<file path="src/rtl/branch_issue_ctrl.sv">
// In-order branch issue controller: FIFO of dispatched branches, one in flight to the BEU,
// holds taken redirects toward fetch. Optional perf counters under `BRANCH_ISSUE_PERF_EN.
module branch_issue_ctrl #(
    parameter int DEPTH = 4,
    parameter int SID_W = 4
) (
    input  logic             clk,
    input  logic             rst,
    input  logic             flush_i,
    input  logic             enq_valid_i,
    output logic             enq_ready_o,
    input  logic [63:0]      enq_pc_i,
    input  logic [31:0]      enq_inst_i,
    input  logic [SID_W-1:0] enq_sid_i,
    input  logic [63:0]      enq_rs1_i,
    input  logic [63:0]      enq_rs2_i,
    input  logic [3:0]       enq_func_i,
    output logic             beu_flush_o,
    output logic             beu_valid_o,
    output logic [63:0]      beu_pc_o,
    output logic [31:0]      beu_inst_o,
    output logic [SID_W-1:0] beu_sid_o,
    output logic [63:0]      beu_rs1_o,
    output logic [63:0]      beu_rs2_o,
    output logic [3:0]       beu_func_o,
    input  logic             beu_valid_i,
    input  logic             beu_redirect_i,
    input  logic [63:0]      beu_redirect_pc_i,
    input  logic [SID_W-1:0] beu_sid_i,
    output logic             redir_valid_o,
    input  logic             redir_ready_i,
    output logic [63:0]      redir_pc_o,
    output logic [SID_W-1:0] redir_sid_o,
    output logic             sid_err_o,
    output logic             busy_o
`ifdef BRANCH_ISSUE_PERF_EN
    ,
    output logic [31:0]      perf_issue_o,
    output logic [31:0]      perf_redir_o,
    output logic [31:0]      perf_stall_o
`endif
);

    localparam int PW = $clog2(DEPTH);
    localparam int CW = PW + 1;

    typedef struct packed {
        logic [63:0]      pc;
        logic [31:0]      inst;
        logic [SID_W-1:0] sid;
        logic [63:0]      rs1;
        logic [63:0]      rs2;
        logic [3:0]       func;
    } entry_t;

    typedef enum logic [1:0] {ISSUE = 2'd0, WAIT = 2'd1, REDIRECT = 2'd2} state_t;

    entry_t           mem [DEPTH];
    entry_t           head_e;
    logic [PW-1:0]    head, tail;
    logic [CW-1:0]    count;
    state_t           state, state_nxt;
    logic [SID_W-1:0] inflight_sid;
    logic             push, pop, redir_acc, beu_done;

    assign head_e      = mem[head];
    assign beu_flush_o = flush_i;
    assign enq_ready_o = !rst && !flush_i && (count < CW'(DEPTH)) && (state != REDIRECT);
    assign push        = enq_valid_i && enq_ready_o;
    assign pop         = beu_valid_o;
    assign redir_acc   = (state == REDIRECT) && redir_ready_i && !flush_i;
    assign beu_done    = (state == WAIT) && beu_valid_i;
    assign busy_o      = (count != '0) || (state != ISSUE);

    assign beu_pc_o    = head_e.pc;
    assign beu_inst_o  = head_e.inst;
    assign beu_sid_o   = head_e.sid;
    assign beu_rs1_o   = head_e.rs1;
    assign beu_rs2_o   = head_e.rs2;
    assign beu_func_o  = head_e.func;

    // FSM: state register
    always_ff @(posedge clk) begin
        if (rst) state <= ISSUE;
        else     state <= state_nxt;
    end

    // FSM: next state; flush overrides everything, including a same-cycle redirect accept
    always_comb begin
        state_nxt = state;
        if (flush_i) begin
            state_nxt = ISSUE;
        end else begin
            case (state)
                ISSUE:    if (count != '0) state_nxt = WAIT;
                WAIT:     if (beu_valid_i) state_nxt = beu_redirect_i ? REDIRECT : ISSUE;
                REDIRECT: if (redir_ready_i) state_nxt = ISSUE;
                default:  state_nxt = ISSUE;
            endcase
        end
    end

    // FSM: outputs
    always_comb begin
        beu_valid_o   = !rst && !flush_i && (state == ISSUE) && (count != '0);
        redir_valid_o = (state == REDIRECT);
    end

    // FIFO storage and pointers; a redirect or flush squashes all younger entries
    always_ff @(posedge clk) begin
        if (rst) begin
            head  <= '0;
            tail  <= '0;
            count <= '0;
            for (int i = 0; i < DEPTH; i++) mem[i] <= '0;
        end else if (flush_i || redir_acc) begin
            head  <= '0;
            tail  <= '0;
            count <= '0;
        end else begin
            if (push) begin
                mem[tail] <= '{pc: enq_pc_i, inst: enq_inst_i, sid: enq_sid_i,
                               rs1: enq_rs1_i, rs2: enq_rs2_i, func: enq_func_i};
                tail      <= tail + PW'(1);
            end
            if (pop) head <= head + PW'(1);
            case ({push, pop})
                2'b10:   count <= count + CW'(1);
                2'b01:   count <= count - CW'(1);
                default: count <= count;
            endcase
        end
    end

    always_ff @(posedge clk) begin
        if (rst) begin
            inflight_sid <= '0;
            redir_pc_o   <= '0;
            redir_sid_o  <= '0;
            sid_err_o    <= 1'b0;
        end else begin
            if (pop) inflight_sid <= head_e.sid;
            if (beu_done && beu_redirect_i) begin
                redir_pc_o  <= beu_redirect_pc_i;
                redir_sid_o <= beu_sid_i;
            end
            if (beu_done && (beu_sid_i != inflight_sid)) sid_err_o <= 1'b1;
        end
    end

`ifdef BRANCH_ISSUE_PERF_EN
    always_ff @(posedge clk) begin
        if (rst) begin
            perf_issue_o <= '0;
            perf_redir_o <= '0;
            perf_stall_o <= '0;
        end else begin
            if (beu_valid_o && perf_issue_o != '1) perf_issue_o <= perf_issue_o + 32'd1;
            if (redir_acc && perf_redir_o != '1) perf_redir_o <= perf_redir_o + 32'd1;
            if (enq_valid_i && !enq_ready_o && perf_stall_o != '1)
                perf_stall_o <= perf_stall_o + 32'd1;
        end
    end
`endif

endmodule

</file>
<file path="config.mk">
export PLATFORM = sky130hd
export DESIGN_NAME = branch_issue_ctrl
export DESIGN_NICKNAME = d
export VERILOG_FILES = /design/src/rtl/branch_issue_ctrl.sv
export SDC_FILE = /design/constraint.sdc
export NUM_CORES = 1
export LEC_CHECK = 0
export ABC_AREA = 1
export ABC_CLOCK_PERIOD_IN_PS = 22000
export CORE_MARGIN = 3
export CORE_UTILIZATION = 40
export CTS_CLUSTER_SIZE = 24
export DETAILED_ROUTE_END_ITERATION = 7
export GPL_TIMING_DRIVEN = 0
export PLACE_DENSITY_LB_ADDON = 0.3
export REMOVE_ABC_BUFFERS = 1
export SLEW_MARGIN = 20
export SYNTH_ARGS = -nofsm -noshare
export SYNTH_HDL_FRONTEND = slang
export SYNTH_SLANG_ARGS = --single-unit
</file>
<file path="constraint.sdc">
create_clock -name clk -period 22 [get_ports clk]
set_clock_uncertainty 0.05 [all_clocks]
set_input_delay 3.3 -clock clk [delete_from_list [all_inputs] [get_ports clk]]
set_output_delay 3.3 -clock clk [all_outputs]
set_load 0.01 [all_outputs]
</file>
==> results.yml, run 1 <==
worst_setup_path:
  required_ns: 18.65
  crit_type: "in2out"
  critPathMostFrequentCell: "clkdlybuf4s50_1"
  reg2reg_from: "state[0]"
  reg2reg_setup_slack_ns: 17.80
  critPathCaptureType: "output port"
  start_kind: "input port"
  crit_fanout: 9
  worstPathCellList: "clkdlybuf4s50_1 -> nor2_4 -> nand3_1 -> inv_1 -> clkdlybuf4s50_1"
  cp_data_arrival_time_ns: 5.52
  max_stage_delay_ns: 0.72
  cp.buffers_inverters: 3
  reg2reg_depth: 9
  crit_family: "buffers and inverters"
  r2r_end: "mem[0][90]"
  cp_slowest_cell: "clkdlybuf4s50_1"
flow_run:
  maxCapViolations: 0
hold_path:
  min_to: "redir_sid_o[3]"
  hold_path.class: "reg2reg"
  hold_depth: 2
  hp-start: "redir_sid_o[3]"
power:
  p_leak_nw: 20.4
  intPower_w: 0.00330
  pwr-share-comb_pct: 7.1
  clkPwrFrac_pct: 40.8
  power_frac_seq_pct: 52.1
  swShare_pct: 22.0
  power.switching_w: 0.000931
  p_per_area_mw_per_mm2: 78.1
  total_power_w: 0.00423
  ir_drop_mv: 0.0744
sta:
  setup_ws_ns: 13.13
  tightestPinTransition_ns: 0.756
  layout_worst_path_cycle_share_pct: 40.3
  min_period_ns: 8.87
  rsz0062_at_grt: "false"
  max_freq_ghz: 0.113
  setup_viol: 0
  slew_headroom_pct: 49.6
  slew_viol_final: 0
  finalHoldViolCount: 0
cts:
  clkTransAtPathRegs_ns: 0.06
  htree_num_levels: 3
  clockRootBuffer: "clkbuf_16"
  cts_buffers: 108
  clk_latency_ns: 0.67
  cts.sinks: 1012
  cts_tree: "built"
  postCtsResizedCells: 0
  cts_hold_buf: 0
  cts.path.max_buffers: 3
  cts_setup_buffers: 0
detailed_routing:
  ant_nets: 0
  drt_iter0_drc: 2763
  vias_per_cell: 5.18
  vias: 30800
  routed_wl_mm: 121
  firstDrtPassIters: 5
  wire_per_inst_microns: 20.3
  drc: 0
global_route:
  grt_overflow_total: 0
  grt_pass1_wl_mm: 178
  grtUsageTotal_pct: 21.3
  antenna_found_initial: 29
  grt_max_degree: 105
  grt_pass1_vias: 29200
synthesis:
  synth_xor_xnor_area_share_pct: 0.0415
  yosys.area_share.simple_pct: 14.9
  ys_ff_latch: 1012
  syn_inst: 3962
  synth_most_common_cell: "nor2_1"
  synth_mux_area_share_pct: 0
  yosys_warnings: 0
  avgSynthCellArea_sq_um: 10.7
  syn_area_sq_mm: 0.0422
  synth_top_family_by_area: "simple AND/OR/NAND/NOR gates"
  synthTopCellsByArea: "edfxtp_1 66%, nor2_1 10%, o21ai_0 5.5%"
  synth_top_cell_area_share_pct: 66.0
  async_flop_share_pct: 0
  synth_edf_count: 928
  synth_commonest_cells: "1,171 x nor2_1, 928 x edfxtp_1, 460 x o21ai_0"
  synthAdderAreaFrac_pct: 0.0771
  seq_area_frac_synth_pct: 70.0
  yosysTopAreaCell: "edfxtp_1"
  synth_flop_cell: "edfxtp_1"
  synth_compound_area_share_pct: 9.78
  synth.distinct_cells: 27
status:
  status: "finished, final reports clean"
floorplan:
  pin_count: 613
  rows: 118
  die_w_microns: 331
  start_util_pct: 40.5
  core_area_sq_mm: 0.104
  die-area_sq_mm: 0.109
  die-height_microns: 331
cells_and_area:
  drive_gt1_share_pct: 5.09
  fillerInstances: 9160
  fin_nets: 4772
  multi_input_area_sq_mm: 0.0105
  instances_no_fill: 5955
  regArea_sq_mm: 0.0296
  area_growth_pct: 28.2
placement:
  dp_hpwl_mm: 72.0
  dp_slack_ns: 13.11
  dp_cells: 5733
  place_congestion: 0.789
  port_buffers: 612
## placed cells by master (no fill, tap or decap), types with 6 or more instances in the layout
cell type        netlist  final
o21ai_0              460    460
clkinv_2               0     16
clkdlybuf4s50_1        0    610
edfxtp_1             928    928
clkinv_1               1     32
nor2_1              1171   1169
buf_12                 0     22
nand2_1              319    313
nor3_1                48     48
clkbuf_16              0    112
nand3_1               72     72
diode_2                0     21
a21oi_1               78     78
inv_1                267    266
o22ai_1              228    228
buf_16                 0     47
nand2_4                0      6
clkbuf_1             204     26
dfxtp_1               84     82
## per-layer routing
layer  wire length, microns  up-vias  GRT usage [%]
met3                  10500      198           6.41
met2                  58900      936           35.0
met4                   3270       16           6.44
met5                    136        -              0
met1                  47900    15100           27.1
li1                       -    14600              -
## cell type report
class / instances / share of cell area, %
inverter: 269 / 1.90
timing repair buffer: 681 / 14.5
clock buffer: 139 / 5.39
sequential: 1012 / 54.6
tap: 1380 / 3.19
clock inverter: 62 / 0.786
antenna: 21 / 0.0972
multi-input combinational: 2391 / 19.5
## power by group through the flow
| stage | combinational, W | clock (W) | sequential, W |
|---|---|---|---|
| 6_report | 0.000301 | 0.00173 | 0.00220 |
| 5_1_grt | 0.000324 | 0.00183 | 0.00221 |
| 4_1_cts | 0.000306 | 0.00176 | 0.00220 |
| 3_5_place_dp | 0.000304 | 0 | 0.00224 |
| 3_3_place_gp | 0.000281 | 0 | 0.00229 |
| 2_1_floorplan | 0.000104 | 0 | 0.00226 |
## sequential cells by signal, summed over array words and instances (netlist names), named ones only
name	flops
mem	928
redir_pc_o	64
inflight_sid	4
redir_sid_o	4
count	3
head	2
state	2
tail	2
sid_err_o	1
## worst reg2reg max path, stage by stage, from the launching register on
cell and delay, ns:
dfxtp_1 0.36, inv_1 0.05, nand2_1 0.14, nand4_4 0.47, nor2_2 0.57, nand2_8 0.43
nand2_4 0.82, buf_16 0.35, buf_16 0.31, buf_16 0.30
## metrics by stage
stage               instance area [sq um]   TNS, ns  utilization [%]  hold slack, ns
finish                              54100         0             52.0           0.412
global route                        54100         0             51.9           0.420
CTS                                 54000         0             51.9           0.410
detailed placement                  50700         0             48.7           0.401
global placement                    48900  -7294.66             46.9           0.390
floorplan                           41000         0                -           0.418
## how the worst max path moves through the flow
stage                       start      endpoint  slack, ns  cells past startpoint
after floorplan              flop  beu_sid_o[0]       1.53                      6
after global placement       flop  beu_sid_o[3]     -17.00                      7
after detailed placement  flush_i   beu_valid_o      13.11                      5
after CTS                 flush_i   beu_valid_o      13.09                      5
after global routing      flush_i   beu_valid_o      12.95                      5
final                     flush_i   beu_valid_o      13.13                      5
## logic make-up (layout without fill, tap and decap cells)
family                     Yosys count  after routing
other                                0             21
AOI/OAI and AO/OA                  767            767
and+or+nand+nor                   1620           1620
buffers and inverters              559           1151
xor gates and xnor gates             2              2
DFF                               1012           1012
adders and majority gates            2              2
Note: power is estimated with default switching activity, not from simulation.
==> inputs of run 2 (changes only) <==
- ABC_CLOCK_PERIOD_IN_PS: 22000 -> 7500
- clock period: 22 -> 7.5 ns (I/O delays scaled with it)
==> results of run 2 <==
The final DEF is identical to that of run 1. Status: finished, final reports clean.
Among the figures that moved: setup slack after placement 13.11 ns -> 1.88 ns; setup slack after layout 13.13 ns -> 1.73 ns; end point of the critical path beu_valid_o -> beu_rs1_o[16]; register-to-register setup slack 17.80 ns -> 3.30 ns; total power 0.00423 W -> 0.0124 W; worst IR drop on VDD 0.0744 mV -> 0.218 mV
==> inputs of run 3 (changes only) <==
- ABC_CLOCK_PERIOD_IN_PS: 7500 -> 4700
- clock period: 7.5 -> 4.7 ns (I/O delays scaled with it)
==> run 3 against run 2 <==
Non-clock buffer count is 9 higher. Die area stayed put. Flip-flop and latch count stayed put.
==> results.yml, run 3 (synthesis results as in run 1) <==
hold_path:
  hp-start: "rst"
  min_to: "redir_pc_o[28]"
  hold_depth: 2
  hold_path.class: "in2reg"
detailed_routing:
  routed_wl_mm: 123
  drt_iter0_drc: 2841
  vias_per_cell: 5.20
  firstDrtPassIters: 5
  drc: 0
  vias: 31000
  dr.max_layer_used: "met5"
  m1WireLength_mm: 48.5
  wire_per_inst_microns: 20.7
  met2RoutedLength_mm: 60.0
  ant_nets: 0
  wl_met3_mm: 11.6
floorplan:
  core_area_sq_mm: 0.104
  die_w_microns: 331
  rows: 118
  pin_count: 613
  die-height_microns: 331
  die-area_sq_mm: 0.109
  start_util_pct: 40.5
cts:
  clk_latency_ns: 0.67
  cts_tree: "built"
  clockRootBuffer: "clkbuf_16"
  cts.sinks: 1012
  cts_hold_buf: 0
  clkTransAtPathRegs_ns: 0.06
  cts.path.max_buffers: 3
  cts_buffers: 108
  htree_num_levels: 3
power:
  p_leak_nw: 20.6
  total_power_w: 0.0198
  ir_drop_mv: 0.347
  p_per_area_mw_per_mm2: 364
sta:
  layout_worst_path_cycle_share_pct: 95.4
  slew_viol_final: 0
  tightestPinTransition_ns: 0.758
  rsz0062_at_grt: "false"
  finalHoldViolCount: 0
  min_period_ns: 4.49
  setup_viol: 0
  slew_headroom_pct: 49.4
  max_freq_ghz: 0.223
cells_and_area:
  final_util_pct: 52.2
  instances_no_fill: 5966
  largest_reg_flops: 928
  area_growth_pct: 28.7
  fin_nets: 4781
  final_cell_mix: "1,169 x nor2_1, 928 x edfxtp_1, 610 x clkdlybuf4s50_1, 460 x o21ai_0, 313 x nand2_1"
  top_regs: "mem x928, redir_pc_o x64"
  regMostFlops: "mem"
  drive_gt1_share_pct: 5.28
  stdcell_area_sq_mm: 0.0543
  final_common_cell: "nor2_1"
global_route:
  antenna_found_initial: 29
  grt_pass1_wl_mm: 181
  grt_overflow_total: 0
  grtUsageTotal_pct: 21.7
  grt_pass1_vias: 29300
  grt_max_degree: 97
worst_setup_path:
  critPathCaptureType: "flop"
  r2r_end: "mem[0][90]"
  cp_slowest_cell: "nand2_4"
  crit_type: "in2reg"
  cp_data_arrival_time_ns: 4.79
  reg2reg_depth: 9
  worstPathCellList: "clkdlybuf4s50_1 -> nor2_4 -> nand4_4 -> nor2_2 -> nand2_8 -> nand2_4 -> buf_16 -> buf_16 -> buf_16"
  required_ns: 5.01
  start_kind: "input port"
  critPathMostFrequentCell: "buf_16"
  crit_family: "simple AND/OR/NAND/NOR gates"
  crit_fanout: 69
  cp.buffers_inverters: 4
  max_stage_delay_ns: 0.72
  reg2reg_from: "state[0]"
  reg2reg_setup_slack_ns: 0.50
flow_run:
  maxCapViolations: 0
placement:
  place_congestion: 0.789
  dp_cells: 5733
  dpl_cell_area_sq_mm: 0.0507
  port_buffers: 612
  dp_hpwl_mm: 72.0
status:
  status: "finished, final reports clean"
==> run 3: area by class of cell <==
type / instances / area [sq um]
inverters: 269 / 1050
well taps: 1380 / 1730
fillers: 9136 / 49800
diodes: 23 / 57.6
flip-flops and latches: 1012 / 29600
multi-input cells: 2391 / 10500
repair buffers: 690 / 8070
clock inverters: 62 / 425
clock buffers: 139 / 2910
==> run 3: worst max path at each step <==
stage,slack (ns),depth (start not counted),endpoint,from
2_1_floorplan,-13.17,6,beu_sid_o[0],flop
3_3_place_gp,-31.71,7,beu_sid_o[3],flop
3_5_place_dp,-0.50,9,mem[0][56],flush_i
4_1_cts,0.09,10,beu_rs1_o[17],flop
5_1_grt,0.02,9,mem[0][35],flush_i
6_report,0.21,9,mem[0][90],flush_i
==> run 3: through the flow <==
| step | worst slack [ns] | TNS (ns) | hold WS [ns] |
|---|---|---|---|
| after global placement | -31.71 | - | 0.390 |
| after detailed placement | -0.505 | -88.09 | 0.401 |
| after global routing | 0.0154 | 0 | 0.205 |
| after CTS | 0.0886 | 0 | 0.187 |
| final | 0.214 | 0 | 0.254 |
| after floorplan | -13.17 | -8335.55 | 0.418 |
==> run 3: per-layer routing <==
| metal | up-vias | global-route usage [%] |
|---|---|---|
| met2 | 1062 | 35.5 |
| met1 | 15100 | 27.9 |
| met3 | 208 | 6.42 |
| met5 | - | 0 |
| li1 | 14600 | - |
| met4 | 16 | 6.58 |
==> run 3: what timing repair did <==
action,in CTS,in global routing
gates resized for setup,2,0
cloned,4,2
setup buffers,3,0
endpoints found under the setup margin,208,9
==> run 3: report_power, final <==
part           total, W  switching, W  internal [W]
registers        0.0103     0.0000893        0.0102
clock network   0.00807       0.00349       0.00459
logic           0.00141      0.000781      0.000634
total            0.0198       0.00436        0.0154
